$ cat src/rtl/prio_encoder_rr_pkg.sv
// Shared definitions for the parametrised priority encoder family.
//   mode_e : grant selection mode carried on the mode port
//   clog2  : index width for a given request count (minimum 1 bit)
package prio_enc_pkg;

  typedef enum logic {
    MODE_FIXED = 1'b0,
    MODE_RR    = 1'b1
  } mode_e;

  function automatic int unsigned clog2(input int unsigned v);
    return (v <= 1) ? 1 : $clog2(v);
  endfunction

endpackage

$ cat src/rtl/prio_encoder_rr_if.sv
// Request / grant bundle for prio_encoder_rr.
//   en, mode, req, out_ready            : driven by the master (requester side)
//   out_valid, out_idx, out_multi, busy : driven by the slave (encoder)
interface prio_encoder_rr_if #(
  parameter int unsigned N = 16
);
  import prio_enc_pkg::*;

  localparam int unsigned W = clog2(N);

  logic         en;
  logic         mode;
  logic [N-1:0] req;
  logic         out_ready;
  logic         out_valid;
  logic [W-1:0] out_idx;
  logic         out_multi;
  logic         busy;

  modport master (
    output en, mode, req, out_ready,
    input  out_valid, out_idx, out_multi, busy
  );

  modport slave (
    input  en, mode, req, out_ready,
    output out_valid, out_idx, out_multi, busy
  );

endinterface

$ cat src/rtl/prio_encoder_rr_rr_find.sv
// Combinational grant search.
//   req   : request vector
//   lp    : last-grant pointer (round-robin start is lp+1)
//   mode  : MODE_FIXED = highest set index, MODE_RR = rotating search
//   grant : selected index (meaningless when any=0)
//   any   : at least one request set
//   multi : more than one request set
module rr_find
  import prio_enc_pkg::*;
#(
  parameter int unsigned N = 16,
  parameter int unsigned W = clog2(N)
) (
  input  logic [N-1:0] req,
  input  logic [W-1:0] lp,
  input  logic         mode,
  output logic [W-1:0] grant,
  output logic         any,
  output logic         multi
);

  logic [2*N-1:0] dbl;
  int unsigned    pos;
  int unsigned    hi;

  always_comb begin
    dbl = '0;
    pos = 0;
    hi  = 0;
    // Lower copy keeps only bits above lp, upper copy is the full vector:
    // the lowest set bit of the concatenation is the first request found
    // scanning lp+1 .. N-1, 0 .. lp.
    for (int unsigned i = 0; i < N; i++) begin
      dbl[i]   = req[i] && (i > int'(lp));
      dbl[N+i] = req[i];
    end
    for (int unsigned i = 2*N; i > 0; i--) begin
      if (dbl[i-1]) pos = i - 1;
    end
    for (int unsigned i = 0; i < N; i++) begin
      if (req[i]) hi = i;
    end
    if (mode == MODE_RR) grant = W'((pos >= N) ? pos - N : pos);
    else                 grant = W'(hi);
  end

  assign any   = |req;
  assign multi = $countones(req) > 1;

endmodule

$ cat src/rtl/prio_encoder_rr.sv
// Registered N-to-log2(N) priority encoder with fixed or round-robin grant
// selection and a single-entry valid/ready output stage.
//   clk : rising-edge clock
//   rst : asynchronous active-high reset
//   bus : prio_encoder_rr_if slave modport (en, mode, req, out_ready in;
//         out_valid, out_idx, out_multi, busy out)
module prio_encoder_rr
  import prio_enc_pkg::*;
#(
  parameter int unsigned N       = 16,
  parameter int unsigned RR_INIT = N - 1
) (
  input  logic               clk,
  input  logic               rst,
  prio_encoder_rr_if.slave   bus
);

  localparam int unsigned W = clog2(N);

  logic [W-1:0] lp_q, lp_d;
  logic [W-1:0] idx_q, idx_d;
  logic         valid_q, valid_d;
  logic         multi_q, multi_d;
  logic [W-1:0] grant;
  logic         any;
  logic         multi;
  logic         cap;

  rr_find #(
    .N (N),
    .W (W)
  ) u_find (
    .req   (bus.req),
    .lp    (lp_q),
    .mode  (bus.mode),
    .grant (grant),
    .any   (any),
    .multi (multi)
  );

  always_comb begin
    cap     = bus.en && any && (!valid_q || bus.out_ready);
    lp_d    = lp_q;
    idx_d   = idx_q;
    valid_d = valid_q;
    multi_d = multi_q;
    if (cap) begin
      valid_d = 1'b1;
      idx_d   = grant;
      multi_d = multi;
      if (bus.mode == MODE_RR) lp_d = grant;
    end else if (bus.out_ready) begin
      valid_d = 1'b0;
    end
  end

  always_ff @(posedge clk or posedge rst) begin
    if (rst) begin
      lp_q    <= W'(RR_INIT);
      idx_q   <= '0;
      valid_q <= 1'b0;
      multi_q <= 1'b0;
    end else begin
      lp_q    <= lp_d;
      idx_q   <= idx_d;
      valid_q <= valid_d;
      multi_q <= multi_d;
    end
  end

  assign bus.out_valid = valid_q;
  assign bus.out_idx   = idx_q;
  assign bus.out_multi = multi_q;
  assign bus.busy      = valid_q && !bus.out_ready;

endmodule

$ cat src/flat_wrapper.sv
// flat-port wrapper written by rule: the top's interface ports become plain ports
module prio_encoder_rr_flat import prio_enc_pkg::*;
#(
  parameter int unsigned N       = 16,
  parameter int unsigned RR_INIT = N - 1
)
  (clk, rst, bus_en, bus_mode, bus_req, bus_out_ready, bus_out_valid, bus_out_idx, bus_out_multi, bus_busy);
  prio_encoder_rr_if #(.N(N)) bus_i ();
  input  logic clk;
  input  logic rst;
  input wire logic [$bits(bus_i.en)-1:0] bus_en;
  input wire logic [$bits(bus_i.mode)-1:0] bus_mode;
  input wire logic [$bits(bus_i.req)-1:0] bus_req;
  input wire logic [$bits(bus_i.out_ready)-1:0] bus_out_ready;
  output wire logic [$bits(bus_i.out_valid)-1:0] bus_out_valid;
  output wire logic [$bits(bus_i.out_idx)-1:0] bus_out_idx;
  output wire logic [$bits(bus_i.out_multi)-1:0] bus_out_multi;
  output wire logic [$bits(bus_i.busy)-1:0] bus_busy;
  assign bus_i.en = bus_en;
  assign bus_i.mode = bus_mode;
  assign bus_i.req = bus_req;
  assign bus_i.out_ready = bus_out_ready;
  assign bus_out_valid = bus_i.out_valid;
  assign bus_out_idx = bus_i.out_idx;
  assign bus_out_multi = bus_i.out_multi;
  assign bus_busy = bus_i.busy;
  prio_encoder_rr #(.N(N), .RR_INIT(RR_INIT)) u_core (.clk(clk), .rst(rst), .bus(bus_i));
endmodule
$ cat config.mk
export PLATFORM = sky130hd
export DESIGN_NAME = prio_encoder_rr_flat
export DESIGN_NICKNAME = d
export VERILOG_FILES = /design/src/rtl/prio_encoder_rr_pkg.sv /design/src/rtl/prio_encoder_rr_if.sv /design/src/rtl/prio_encoder_rr_rr_find.sv /design/src/rtl/prio_encoder_rr.sv /design/src/flat_wrapper.sv
export SDC_FILE = /design/constraint.sdc
export NUM_CORES = 1
export LEC_CHECK = 0
export ABC_CLOCK_PERIOD_IN_PS = 2400
export BUFFER_PORTS_ARGS = -buffer_cell sky130_fd_sc_hd__buf_2
export CORE_MARGIN = 5
export CORE_UTILIZATION = 40
export CTS_CLUSTER_DIAMETER = 150
export CTS_CLUSTER_SIZE = 16
export DETAILED_ROUTE_END_ITERATION = 12
export SKIP_LAST_GASP = 1
export SLEW_MARGIN = 30
export SYNTH_ARGS = -nofsm -noshare
export SYNTH_HDL_FRONTEND = slang
export SYNTH_HIERARCHICAL = 1
export SYNTH_SLANG_ARGS = --single-unit
$ cat constraint.sdc
create_clock -name clk -period 2.4 [get_ports clk]
set_clock_uncertainty 0.1 [all_clocks]
set_input_delay 0.12 -clock clk [delete_from_list [all_inputs] [get_ports clk]]
set_output_delay 0.12 -clock clk [all_outputs]
set_load 0.1 [all_outputs]
==> impl_metrics.csv <==
group,metric,value,unit
clock_network,cts.htree.levels,1,
drt,drtIter0Drc,266,
worst_setup_path,start_kind,"primary input",
yosys,ys_ff_latch,10,
yosys,ys_warn_count,6,
layout,area_growth_syn_to_layout,24.6,%
clock_network,clockBufferDepth,2,
global_routing,grt_overflow,0,
clock_network,cts_sinks,10,
worst_setup_path,crit_arrival,3420,ps
drt,wl_per_cell,16.3,um
global_routing,grt_pass1_wl,7600,um
layout,mostFrequentLayoutCell,"buf_2",
layout,diodes,0,
clock_network,clk_latency,230,ps
floorplanning,die_x,72.0,um
worst_setup_path,cp.required,2420,ps
drt,finalWirelength,4490,um
layout,nets,265,
worst_setup_path,crit_fanout,2,
worst_setup_path,crit_path_top_delay_cell,"fa_2",
layout,register_area,255,um^2
timing,max_freq,294,MHz
worst_setup_path,crit_top_cell,"fa_1",
pwr,p_per_area,877,nW/um^2
floorplanning,die_area,5190,um^2
global_routing,grtUsageTotal,0.182,
yosys,synth_area_leaders,"fa_1 (13%), dfrtp_1 (9.8%), dfstp_2 (6.8%), mux2_2 (6.6%), inv_1 (6.1%)",
run_status,violations,"negative setup slack",
yosys,netlist_area,1540,um^2
yosys,ys_async_sr_fraction,1.00,
timing,max_slew.worst_pin.slew,486,ps
timing,period_minus_slack,3410,ps
drt,drc_errors,0,
worst_setup_path,r2r_slack,210,ps
global_routing,grt_pass1_vias,1606,
yosys,synth_top_area_frac,0.130,
pwr,leakage,0.854,nW
floorplanning,num_rows,22,
floorplanning,start_util,0.417,
pwr,max-vdd-ir-drop,0.000690,V
layout,layout_common_cells,"buf_2 (24), inv_1 (20), buf_4 (17)",
yosys,synthesis.nets,223,
drt,viasPerCell,5.77,
global_routing,antenna_found_initial,0,
drt,drt_first_pass_iters,4,
worst_setup_path,end_kind,"flop",
drt,vias,1588,
clock_network,clock-root-buffer,"clkbuf_8",
timing,drv_slew,0,
min_path,hold_path.class,"primary input to flop",
yosys,avgSynthCellArea,8.27,um^2
layout,fin_cells,275,
placement,port_buffers,27,
placement,place.gp.congestion,0.945,
floorplanning,io_pins,28,
yosys,synth_cell_types,56,
worst_setup_path,cpPeakStageDelay,590,ps
timing,setup_viol,1,
timing,tns,-1010,ps
yosys,yosysSeqAreaShare,0.166,
yosys,syn_inst,186,
global_routing,grt_max_degree,17,
worst_setup_path,crit_type,"primary input to flop",
yosys,yosys.area.top_type,"fa_1",
clock_network,clk_pin_slew_worst_paths,50,ps
timing,rsz0062_at_grt,"true",
flow_run,cap_violations,0,
drt,drtAntennaViolNets,0,
timing,maxSlewHeadroom,0.678,
worst_setup_path,path_cells,"buf_8 -> inv_4 -> fa_2 -> fa_1 -> fa_1 -> fa_1 -> inv_1 -> ha_2 -> inv_2 -> fa_2 -> inv_2 -> nand3_2 -> o21ai_1 -> nand3_1 -> mux2_4",
yosys,synth_ff_type,"dfrtp_1",
run_status,outcome,"complete, but fails checks",
clock_network,cts_tree,"yes",
timing,hold_viol_final,0,
pwr,total_power,1.68,mW
clock_network,cts_buffers,3,
yosys,synth_edf_count,0,
placement,place_area,1810,um^2
layout,drive_above_1_share,0.366,
layout,multi_input_area,1140,um^2
placement,dp_cells,269,
layout,fill_cells,372,
layout,final_area,1920,um^2
timing,finalCritPeriodShare,1.42,
timing,fin_ws,-1010,ps
floorplanning,die_h,72.0,um
placement,dp.final_hpwl,3640,um
floorplanning,design.core.area,3690,um^2
## cells by family after synthesis
logic type | share of synthesized area
AOI/OAI and AO/OA | 0.262
and+or+nand+nor | 0.227
buffers and inverters | 0.101
adders and majority gates | 0.179
DFF | 0.166
muxes | 0.0659
## final cells by class
class / count / share of cell area
tap: 48 / 0.0313
multi-input combinational: 141 / 0.597
clock buffer: 4 / 0.0287
sequential: 10 / 0.133
timing repair buffer: 45 / 0.154
inverter: 27 / 0.0555
## routing by layer
metal / wire length, um / up-vias / track usage
li1: - / 760 / -
met4: 60 / 0 / 0.0501
met3: 289 / 10 / 0.0180
met2: 2130 / 62 / 0.293
met5: 0 / - / 0
met1: 2010 / 756 / 0.258
## report_power, final
part | switching [mW] | internal [mW]
clock network | 0.0635 | 0.144
registers | 0.123 | 0.256
logic | 0.695 | 0.400
total | 0.881 | 0.800
## Yosys cell counts, types with 3 or more instances
master	number
inv_1	25
nor2_1	12
a21oi_1	11
fa_1	10
nand2_1	10
o21ai_0	10
mux2_2	9
nand2b_1	7
dfrtp_1	6
ha_1	6
a31oi_1	5
nand3_1	5
o22ai_1	5
buf_2	4
dfstp_2	4
a21boi_0	3
nor3b_1	3
o211ai_1	3
## stage by stage
stage	hold slack (ps)	setup slack [ps]	utilization
global placement	-1.99	-1180	0.489
finish	84.7	-1010	0.520
floorplan	-143	-968	-
global route	87.4	-1100	0.520
CTS	80.2	-985	0.507
detailed placement	8.72	-1240	0.489
## worst paths after layout
check                                                  start                           endpoint  cells past startpoint
setup / recovery                                  bus_req[7]   u_core/bus.out_multi$_DFFE_PP0P_                     15
hold / removal                                 bus_out_ready   u_core/bus.out_valid$_DFFE_PP0P_                      3
setup reg to reg                  u_core/lp_q[3]$_DFFE_PP1P_  u_core/bus.out_idx[1]$_DFFE_PP0P_                      6
hold reg to reg            u_core/bus.out_idx[1]$_DFFE_PP0P_  u_core/bus.out_idx[1]$_DFFE_PP0P_                      1
max in group asynchronous                                rst         u_core/lp_q[3]$_DFFE_PP1P_                      3
min in group asynchronous                                rst  u_core/bus.out_idx[2]$_DFFE_PP0P_                      3
## sequential cells by signal, summed over array words and instances, names as in the netlist
name / count
u_core/bus.out_idx: 4
u_core/bus.out_valid: 1
u_core/lp_q: 4
u_core/bus.out_multi: 1
## repair_timing
action | 4_1_cts | 5_1_grt
pin swaps | 2 | 7
hold endpoints to repair | 6 | 0
cloned | 0 | 0
hold buffers | 1 | 0
setup endpoints to repair | 1 | 1
buffers inserted | 0 | 1
resized for setup | 0 | 15
## critical path, delay by kind of cell
family,cells,cell delay [ps]
fa+ha+maj,6,2550
buf+inv,5,300
mux,1,250
simple gates,2,140
compound gates,1,70
Note: power is estimated with default switching activity, not from simulation.
